`src/rtl/pipe_ctrl_pkg.sv`:
```
// Shared definitions for the pipeline stall/flush sequencer: divider FSM
// state encoding, default divider latency and the stall-cause ordering.
package pipe_ctrl_pkg;

   typedef enum logic [1:0] {
      IDLE = 2'd0,
      RUN  = 2'd1,
      DONE = 2'd2
   } div_state_e;

   localparam int unsigned DIV_CYCLES_DEFAULT = 32;
   localparam int unsigned CNT_W_DEFAULT      = 6;

   // Stall causes listed from highest to lowest priority; the numeric
   // value doubles as the rank (lower value wins).
   typedef enum logic [2:0] {
      CAUSE_NONE     = 3'd0,
      CAUSE_EXC      = 3'd1,
      CAUSE_MEM      = 3'd2,
      CAUSE_DIV      = 3'd3,
      CAUSE_LOAD_USE = 3'd4,
      CAUSE_BRANCH   = 3'd5
   } stall_cause_e;

   // Resolves simultaneous hazards down to the single one that governs
   // the pipeline this cycle; lower-ranked hazards are re-evaluated once
   // the winning one clears.
   function automatic stall_cause_e pick_cause(input logic exc,
                                               input logic mem,
                                               input logic div,
                                               input logic load_use,
                                               input logic branch);
      stall_cause_e cause;
      cause = CAUSE_NONE;
      if (exc)
         cause = CAUSE_EXC;
      else if (mem)
         cause = CAUSE_MEM;
      else if (div)
         cause = CAUSE_DIV;
      else if (load_use)
         cause = CAUSE_LOAD_USE;
      else if (branch)
         cause = CAUSE_BRANCH;
      return cause;
   endfunction

endpackage

```
`src/rtl/div_seq.sv`:
```
// Multi-cycle divider sequencer: tracks IDLE/RUN/DONE and the remaining
// iteration count, and tells the hazard logic when EX must be held.
module div_seq
   import pipe_ctrl_pkg::*;
#(
   parameter int unsigned DIV_CYCLES = DIV_CYCLES_DEFAULT,
   parameter int unsigned CNT_W      = CNT_W_DEFAULT
) (
   input  logic clk,
   input  logic rst,
   input  logic ex_div_start,
   input  logic exc_flush,
   input  logic advance,
   output logic div_stall,
   output logic div_busy,
   output logic div_done
);

   div_state_e       state_q, state_d;
   logic [CNT_W-1:0] cnt_q, cnt_d;

   // Next-state and counter update; an exception abandons any division,
   // and the counter is only loaded from IDLE so it can never wrap.
   always_comb begin
      state_d = state_q;
      cnt_d   = cnt_q;
      if (exc_flush) begin
         state_d = IDLE;
         cnt_d   = '0;
      end else begin
         case (state_q)
            IDLE: begin
               if (ex_div_start) begin
                  state_d = RUN;
                  cnt_d   = CNT_W'(DIV_CYCLES - 1);
               end
            end
            RUN: begin
               if (cnt_q == '0)
                  state_d = DONE;
               else
                  cnt_d = cnt_q - CNT_W'(1);
            end
            DONE: begin
               if (advance)
                  state_d = IDLE;
            end
            default: begin
               state_d = IDLE;
               cnt_d   = '0;
            end
         endcase
      end
   end

   // State and counter registers with synchronous reset.
   always_ff @(posedge clk) begin
      if (rst) begin
         state_q <= IDLE;
         cnt_q   <= '0;
      end else begin
         state_q <= state_d;
         cnt_q   <= cnt_d;
      end
   end

   // EX is held while a new divide is being accepted and while it runs;
   // it advances in the DONE cycle.
   always_comb begin
      div_stall = ((state_q == IDLE) && ex_div_start) || (state_q == RUN);
      div_busy  = (state_q == RUN);
      div_done  = (state_q == DONE);
   end

endmodule

```
`src/rtl/pipe_stall_ctrl.sv`:
```
// Central stall/flush sequencer for the 5-stage pipeline: hazard detection
// and the priority mux driving PC and stage-register enables/flushes.
module pipe_stall_ctrl
   import pipe_ctrl_pkg::*;
#(
   parameter int unsigned DIV_CYCLES = DIV_CYCLES_DEFAULT,
   parameter int unsigned CNT_W      = CNT_W_DEFAULT
) (
   input  logic       clk,
   input  logic       rst,
   input  logic [4:0] id_rs,
   input  logic [4:0] id_rt,
   input  logic [4:0] ex_rt,
   input  logic       ex_memread,
   input  logic       id_branch_taken,
   input  logic       ex_div_start,
   input  logic       mem_req,
   input  logic       mem_ready,
   input  logic       exc_flush,
   output logic       pc_en,
   output logic       en_if_id,
   output logic       en_id_ex,
   output logic       en_ex_mem,
   output logic       en_mem_wb,
   output logic       flush_if_id,
   output logic       flush_id_ex,
   output logic       flush_ex_mem,
   output logic       flush_mem_wb,
   output logic       div_busy,
   output logic       div_done
);

   logic         mem_stall;
   logic         load_use;
   logic         div_stall;
   logic         seq_busy;
   logic         seq_done;
   logic         advance;
   stall_cause_e cause;

   // Raw hazard terms: memory wait and a load feeding the next instruction
   // (register 0 never creates a dependency).
   always_comb begin
      mem_stall = mem_req & ~mem_ready;
      load_use  = ex_memread & (ex_rt != 5'd0) &
                  ((ex_rt == id_rs) | (ex_rt == id_rt));
      advance   = en_ex_mem & ~mem_stall;
      cause     = pick_cause(exc_flush, mem_stall, div_stall, load_use,
                             id_branch_taken);
   end

   div_seq #(
      .DIV_CYCLES (DIV_CYCLES),
      .CNT_W      (CNT_W)
   ) u_div_seq (
      .clk          (clk),
      .rst          (rst),
      .ex_div_start (ex_div_start),
      .exc_flush    (exc_flush),
      .advance      (advance),
      .div_stall    (div_stall),
      .div_busy     (seq_busy),
      .div_done     (seq_done)
   );

   // Priority mux: reset clears every stage and freezes the PC, otherwise
   // the single winning hazard decides which enables drop and which
   // registers receive a bubble.
   always_comb begin
      pc_en        = 1'b1;
      en_if_id     = 1'b1;
      en_id_ex     = 1'b1;
      en_ex_mem    = 1'b1;
      en_mem_wb    = 1'b1;
      flush_if_id  = 1'b0;
      flush_id_ex  = 1'b0;
      flush_ex_mem = 1'b0;
      flush_mem_wb = 1'b0;
      div_busy     = seq_busy & ~rst;
      div_done     = seq_done & ~rst;
      if (rst) begin
         pc_en        = 1'b0;
         flush_if_id  = 1'b1;
         flush_id_ex  = 1'b1;
         flush_ex_mem = 1'b1;
         flush_mem_wb = 1'b1;
      end else begin
         case (cause)
            CAUSE_EXC: begin
               flush_if_id  = 1'b1;
               flush_id_ex  = 1'b1;
               flush_ex_mem = 1'b1;
               flush_mem_wb = 1'b1;
            end
            CAUSE_MEM: begin
               pc_en        = 1'b0;
               en_if_id     = 1'b0;
               en_id_ex     = 1'b0;
               en_ex_mem    = 1'b0;
               flush_mem_wb = 1'b1;
            end
            CAUSE_DIV: begin
               pc_en        = 1'b0;
               en_if_id     = 1'b0;
               en_id_ex     = 1'b0;
               flush_ex_mem = 1'b1;
            end
            CAUSE_LOAD_USE: begin
               pc_en       = 1'b0;
               en_if_id    = 1'b0;
               flush_id_ex = 1'b1;
            end
            CAUSE_BRANCH: begin
               flush_if_id = 1'b1;
            end
            default: begin
               pc_en = 1'b1;
            end
         endcase
      end
   end

endmodule
```
`config.mk`:
```
export PLATFORM = sky130hd
export DESIGN_NAME = pipe_stall_ctrl
export DESIGN_NICKNAME = d
export VERILOG_FILES = /design/src/rtl/pipe_ctrl_pkg.sv /design/src/rtl/div_seq.sv /design/src/rtl/pipe_stall_ctrl.sv
export SDC_FILE = /design/constraint.sdc
export NUM_CORES = 1
export LEC_CHECK = 0
export CAP_MARGIN = 30
export CELL_PAD_IN_SITES_DETAIL_PLACEMENT = 0
export CELL_PAD_IN_SITES_GLOBAL_PLACEMENT = 1
export CORE_ASPECT_RATIO = 1.4
export CORE_MARGIN = 3
export CORE_UTILIZATION = 27
export DETAILED_ROUTE_END_ITERATION = 7
export GPL_ROUTABILITY_DRIVEN = 0
export PLACE_DENSITY = 0.87
export SYNTH_ARGS = -nofsm -noshare
export SYNTH_HDL_FRONTEND = slang
export SYNTH_SLANG_ARGS = --single-unit
```
`constraint.sdc`:
```
create_clock -name clk -period 2.6 [get_ports clk]
set_input_delay 0.52 -clock clk [delete_from_list [all_inputs] [get_ports clk]]
set_output_delay 0.52 -clock clk [all_outputs]
set_load 0.005 [all_outputs]
```
==> results_dict.tcl, run 1 <==
set metrics [dict create \
    dieArea_um2 3180 \
    hp-class "register to register" \
    post_drt_wl_per_cell_um 11.2 \
    r2r_setup_slack_ns 0.67 \
    fin_skew_ns 0.00199 \
    antennaDiodeCount 0 \
    reg2reg_from "u_div_seq.cnt_q[0]" \
    worst_r2r_path_depth 6 \
    yosys_register_bits 8 \
    critPathLaunch "ex_div_start" \
    setup-violations-final 0 \
    swShare_pct 29.1 \
    ir_drop_mv 0.123 \
    critPathRequiredTime_ns 2.08 \
    syn_area_um2 683 \
    rsz0062_at_grt "yes" \
    grtUsageTotal_pct 13.7 \
    synth_common_cells "10 x nand2_1, 10 x xnor2_1, 9 x nor2_1, 8 x dfxtp_1" \
    fill_cells 229 \
    synth_area_leaders "dfxtp_1 23%, xnor2_1 13%, nand2_1 5.5%" \
    p_leak_nw 0.476 \
    fin_tns_setup_ns 0 \
    vias 796 \
    dieHeight_um 65.5 \
    overflow 0 \
    portBuffers 32 \
    end_kind "output pin" \
    holdWs_ns 0.499 \
    arrival_ns 1.98 \
    yosysSeqAreaShare_pct 23.4 \
    endpoint "en_id_ex" \
    htreeDepth 1 \
    seq_power_share_pct 34.3 \
    synth_warnings 0 \
    cts_root_buf "clkbuf_4" \
    fin_crit_ns 2.50 \
    regToRegEndpoint "u_div_seq.cnt_q[5]" \
    syn_to_final_growth_pct 72.5 \
    synth_ff_type "dfxtp_1" \
    slew_viol_final 0 \
    drt_pass1_iterations 4 \
    p_int_mw 0.282 \
    cts.hold.buffers_added 0 \
    cp_max_fo 2 \
    syn_avg_cell_area_um2 7.51 \
    ys_types 33 \
    status "finished, final reports clean" \
    cts.sinks 8 \
    ys_async_sr_fraction_pct 0 \
    worstSkewPairLatency_ns 0.26 \
    fmax_ghz 0.399 \
    ctsLongestPathBuffers 2 \
    coreArea_um2 2280 \
    viasPerCell 4.65 \
    grt_max_degree 12 \
    syn-num-nets 115 \
    finalInstanceArea_um2 1180 \
    dpl.hpwl_um 1580 \
    ios 34 \
    finalWirelength_um 1910 \
    power.switching_mw 0.115 \
    clk_transition_reported_paths_ns 0.05 \
    crit_path_start_kind "input pin" \
    fin_crit_sh_pct 96.3 \
    cts_buffers 3 \
    syn_inst 91 \
    synth_top_area_share_pct 23.4 \
    drt-initial-drc-count 10 \
    start_util_pct 30.0 \
    cts_tree "yes" \
    final_util_pct 51.8 \
    clkPwrFrac_pct 24.4 \
    drc 0 \
    synth_edf_count 0 \
    post_dp_cell_area_um2 1130 \
    final_hold_viol_count 0 \
    die_width_um 48.5 \
    dpl.cell_count 166 \
    cap_violations 0 \
    p_comb_share_pct 41.3 \
    grt_pass1_wl_um 3310 \
    layout.nets 164 \
    fp-row-count 20 \
    power_density_nw_per_um2 337 \
    grt_pass1_vias 804 \
    antenna_left 0 \
    antenna_found_initial 0 \
    yosysTopAreaCell "dfxtp_1" \
    drive_gt1_share_pct 23.2 \
    stdcell_count 171 \
    crit_type "input pin to output pin" \
]
what timing repair did:
action | in CTS | in global routing
setup buffers | 2 | 0
resized for setup | 17 | 5
setup endpoints to repair | 5 | 5
pin swaps | 5 | 1
metrics by stage:
stage                     power [mW]  worst slack [ns]
after floorplan                0.216             0.486
after global placement         0.297            -0.488
after detailed placement       0.299            -0.507
after CTS                      0.400           0.00535
after global routing           0.427           -0.0165
final                          0.397            0.0959
how the worst min path moves through the flow:
stage / startpoint / endpoint / slack (ns) / cells after the start
final: u_div_seq.cnt_q[0] / u_div_seq.cnt_q[0] / 0.50 / 2
after global routing: u_div_seq.cnt_q[0] / u_div_seq.cnt_q[0] / 0.54 / 2
after CTS: u_div_seq.cnt_q[0] / u_div_seq.cnt_q[0] / 0.50 / 2
after detailed placement: u_div_seq.cnt_q[0] / u_div_seq.cnt_q[0] / 0.49 / 2
after global placement: u_div_seq.cnt_q[0] / u_div_seq.cnt_q[0] / 0.47 / 2
after floorplan: u_div_seq.cnt_q[0] / u_div_seq.cnt_q[0] / 0.46 / 2
state kept, by name (all words and copies together), names as in the netlist:
signal             count
u_div_seq.cnt_q        6
u_div_seq.state_q      2
metal layers:
layer  vias to the layer above  wire length [um]  global-route usage [%]  share of wire, %
li1                        414                 -                       -                 -
met4                         0                53                    8.90               2.8
met2                        30              1100                    28.4                58
met1                       348               653                    11.7                34
met5                         -                 0                       0                 0
met3                         4               104                    2.49               5.4
power by group through the flow:
stage	Combinational [mW]	Clock, mW	Sequential, mW
after floorplan	0.0791	0	0.137
after CTS	0.162	0.103	0.136
after detailed placement	0.161	0	0.139
after global routing	0.182	0.107	0.138
final	0.164	0.0970	0.136
after global placement	0.159	0	0.138
placed cells by master, fill, tap and decap left out, drive strengths merged, types with 2 or more instances in the layout:
| cell | count |
|---|---|
| inv | 4 |
| dfxtp | 8 |
| o32a | 2 |
| dlygate4sd2 | 5 |
| clkbuf | 3 |
| nand2 | 10 |
| nand3 | 3 |
| nor2b | 4 |
| xnor2 | 10 |
| o21ai | 6 |
| clkdlybuf4s50 | 24 |
| a21oi | 6 |
| nand2b | 5 |
| nor2 | 9 |
| and2 | 2 |
| a32o | 2 |
| buf | 17 |
critical path, cell delays in order:
cell	delay, ns
clkdlybuf4s50_1	0.43
o21bai_2	0.16
and2_4	0.17
nand2b_4	0.12
buf_4	0.09
clkdlybuf4s50_1	0.49
final cells by class:
cell class	instances	area, um2	share of cell area (%)
flip-flops and latches	8	160	13.6
multi-input cells	76	520	44.2
well taps	33	41.3	3.50
inverters	4	15.0	1.27
clock buffers	3	22.5	1.91
repair buffers	47	419	35.6
cell families after synthesis:
| logic type | share of synthesized area [%] |
|---|---|
| and+or+nand+nor | 29.3 |
| AOI/OAI and AO/OA | 27.7 |
| xor gates and xnor gates | 12.8 |
| DFF | 23.4 |
| buffers and inverters | 4.40 |
| adders and majority gates | 1.83 |
| other | 0.549 |
Note: power is estimated with default switching activity, not from simulation.
==> inputs of run 2 (changes only) <==
--- a/config.mk
+++ b/config.mk
@@ -11,9 +11,11 @@
 export CORE_ASPECT_RATIO = 1.4
 export CORE_MARGIN = 3
 export CORE_UTILIZATION = 27
+export CTS_CLUSTER_SIZE = 24
 export DETAILED_ROUTE_END_ITERATION = 7
 export GPL_ROUTABILITY_DRIVEN = 0
 export PLACE_DENSITY = 0.87
+export SLEW_MARGIN = 20
 export SYNTH_ARGS = -nofsm -noshare
 export SYNTH_HDL_FRONTEND = slang
 export SYNTH_SLANG_ARGS = --single-unit
==> results of run 2 <==
The final DEF is identical to that of run 1; final timing and power are the same.
==> inputs of run 3 (changes only) <==
--- a/config.mk
+++ b/config.mk
@@ -10,7 +10,7 @@
 export CELL_PAD_IN_SITES_GLOBAL_PLACEMENT = 1
 export CORE_ASPECT_RATIO = 1.4
 export CORE_MARGIN = 3
-export CORE_UTILIZATION = 27
+export CORE_UTILIZATION = 28
 export CTS_CLUSTER_SIZE = 24
 export DETAILED_ROUTE_END_ITERATION = 7
 export GPL_ROUTABILITY_DRIVEN = 0
@@ -18,4 +18,5 @@
 export SLEW_MARGIN = 20
 export SYNTH_ARGS = -nofsm -noshare
 export SYNTH_HDL_FRONTEND = slang
+export SYNTH_HIERARCHICAL = 1
 export SYNTH_SLANG_ARGS = --single-unit
==> results_dict.tcl, run 3 <==
set metrics [dict create \
    synth_warnings 6 \
    fmax_ghz 0.398 \
    syn_area_um2 746 \
    maxUsedRoutingLayer "met4" \
    status "finished, final reports clean" \
    dieArea_um2 3330 \
    ir_drop_mv 0.147 \
    swShare_pct 31.6 \
    syn_inst 102 \
    final_common_cell "clkdlybuf4s50_1" \
    drive_gt1_share_pct 19.3 \
    yosysTopAreaCell "dfxtp_1" \
    layout.nets 172 \
    antenna_left 0 \
    cts_tree "yes" \
    rsz0062_at_grt "no" \
    die_width_um 49.6 \
    cap_violations 0 \
    drt-initial-drc-count 20 \
    cts_root_buf "clkbuf_4" \
    p_leak_nw 0.466 \
    slew_viol_final 0 \
    largest_reg_flops 6 \
    p_int_mw 0.272 \
    wl_met3_um 213 \
    yosys_register_bits 8 \
    synth_edf_count 0 \
    layout_common_cells "23 x clkdlybuf4s50_1, 11 x nor2_1, 11 x nand2_1, 11 x buf_4, 10 x xnor2_1" \
    drc 0 \
    final_hold_viol_count 0 \
    syn_to_final_growth_pct 60.1 \
    seq_power_share_pct 34.8 \
    portBuffers 32 \
    grt_pass1_wl_um 3820 \
    coreArea_um2 2470 \
    vias 901 \
    dp_slack_ns -0.370 \
    ctsLongestPathBuffers 2 \
    post_drt_wl_per_cell_um 12.1 \
    synth_ff_type "dfxtp_1" \
    clk_transition_reported_paths_ns 0.06 \
    multiInputGateArea_um2 551 \
    ios 34 \
    grt_pass1_vias 964 \
    grtUsageTotal_pct 14.5 \
    power.switching_mw 0.126 \
    grt_max_degree 10 \
    finalWirelength_um 2160 \
    cp_max_fo 2 \
    wl_met1_um 816 \
    fp-row-count 21 \
    dpl.hpwl_um 1790 \
    crit_type "input pin to output pin" \
    clkPwrFrac_pct 25.6 \
    p_comb_share_pct 39.6 \
    dieHeight_um 67.1 \
    worst_slack_ns 0.0850 \
    crit_path_start_kind "input pin" \
    synth_area_leaders "dfxtp_1 21%, xnor2_1 12%, nor2_1 6.0%" \
    antennaDiodeCount 0 \
    fill_cells 267 \
    critPathRequiredTime_ns 2.08 \
    fin_crit_sh_pct 96.7 \
    htreeDepth 1 \
    ys_types 35 \
    fin_crit_ns 2.51 \
    power_density_nw_per_um2 333 \
    ys_async_sr_fraction_pct 0 \
    viasPerCell 5.03 \
    drt_pass1_iterations 4 \
    yosysSeqAreaShare_pct 21.5 \
    regArea_um2 160 \
    final_util_pct 48.3 \
    dr_wl_met2_um 1100 \
    synth_top_area_share_pct 21.5 \
    synth_most_common_cell "nor2_1" \
    antenna_found_initial 0 \
    worstSkewPairLatency_ns 0.26 \
    regMostFlops "u_div_seq/cnt_q" \
    hp-class "register to register" \
    reg_top3 "u_div_seq/cnt_q x6, u_div_seq/state_q x2" \
    start_util_pct 30.2 \
    overflow 0 \
    end_kind "output pin" \
    syn-num-nets 127 \
    arrival_ns 1.99 \
    cts.sinks 8 \
    fin_skew_ns 0.00443 \
    synth_common_cells "12 x nor2_1, 11 x nand2_1, 10 x xnor2_1, 8 x dfxtp_1, 8 x inv_1" \
    setup-violations-final 0 \
    cts_buffers 3 \
    syn_avg_cell_area_um2 7.31 \
]
-- run 3: cell types whose count changed after synthesis, moves of 2 or more --
| cell | delta |
|---|---|
| inv_1 | +4 |
| a31oi_1 | +3 |
| nand2b_1 | -3 |
| nor2_1 | +3 |
| a21oi_1 | -2 |
| a32o_1 | -2 |
| and2_1 | -2 |
| nand4_1 | +2 |
| nor3_2 | +2 |
| o211ai_1 | +2 |
| o21ai_0 | -2 |
-- run 3: stage by stage --
stage	TNS (ns)	cells	instance area, um2	hold WS, ns	total power, mW
2_1_floorplan	0	102	746	0.468	0.218
3_3_place_gp	-1.18	174	1160	0.482	0.296
3_5_place_dp	-1.38	174	1160	0.495	0.298
4_1_cts	0	179	1190	0.507	0.400
5_1_grt	0	179	1190	0.554	0.421
6_report	0	179	1190	0.509	0.398
-- run 3: timing repair --
action	4_1_cts	5_1_grt
buffers inserted	2	0
hold buffers	0	0
pin swaps	3	3
setup endpoints to repair	4	4
resized for setup	14	3
-- run 3: cell type report --
type	instances	share of cell area, %
Clock buffer	3	1.89
Timing Repair Buffer	43	32.5
Sequential cell	8	13.4
Tap cell	34	3.56
Inverter	8	2.52
Multi-Input combinational cell	83	46.1
-- run 3: cells by family (layout without fill, tap and decap cells) --
family,after synthesis,in the layout,share of synthesized area (%)
other cells,1,1,0.503
compound gates,24,24,22.8
simple gates,46,46,33.6
xor+xnor,10,10,11.7
buf+inv,11,54,6.54
fa+ha+maj,2,2,3.36
flops,8,8,21.5
-- run 3: path summary, 6_finish.rpt --
path | endpoint | slack, ns | start | cells past startpoint
max reg2reg | u_div_seq/cnt_q[0] | 0.84 | u_div_seq/cnt_q[0] | 6
min reg2reg | u_div_seq/cnt_q[5] | 0.51 | u_div_seq/cnt_q[5] | 2
min | u_div_seq/cnt_q[5] | 0.51 | u_div_seq/cnt_q[5] | 2
max | pc_en | 0.09 | ex_rt[3] | 7
-- run 3: worst max-delay path, cell delays in order --
cell and delay, ns:
dlygate4sd2_1 0.25, or4_4 0.54, o21ai_2 0.18, buf_4 0.13, nor2_1 0.03, a211oi_2 0.21, buf_2 0.14
-- run 3: power groups by stage --
stage / clock (mW) / sequential, mW / combinational (mW)
after floorplan: 0 / 0.137 / 0.0812
after global placement: 0 / 0.141 / 0.155
after detailed placement: 0 / 0.141 / 0.157
after CTS: 0.104 / 0.138 / 0.158
after global routing: 0.108 / 0.139 / 0.174
final: 0.102 / 0.138 / 0.157
-- run 3: routing by layer --
metal	up-vias	global-route usage (%)
li1	441	-
met5	-	0
met4	0	5.88
met2	45	27.0
met1	410	14.6
met3	5	4.70
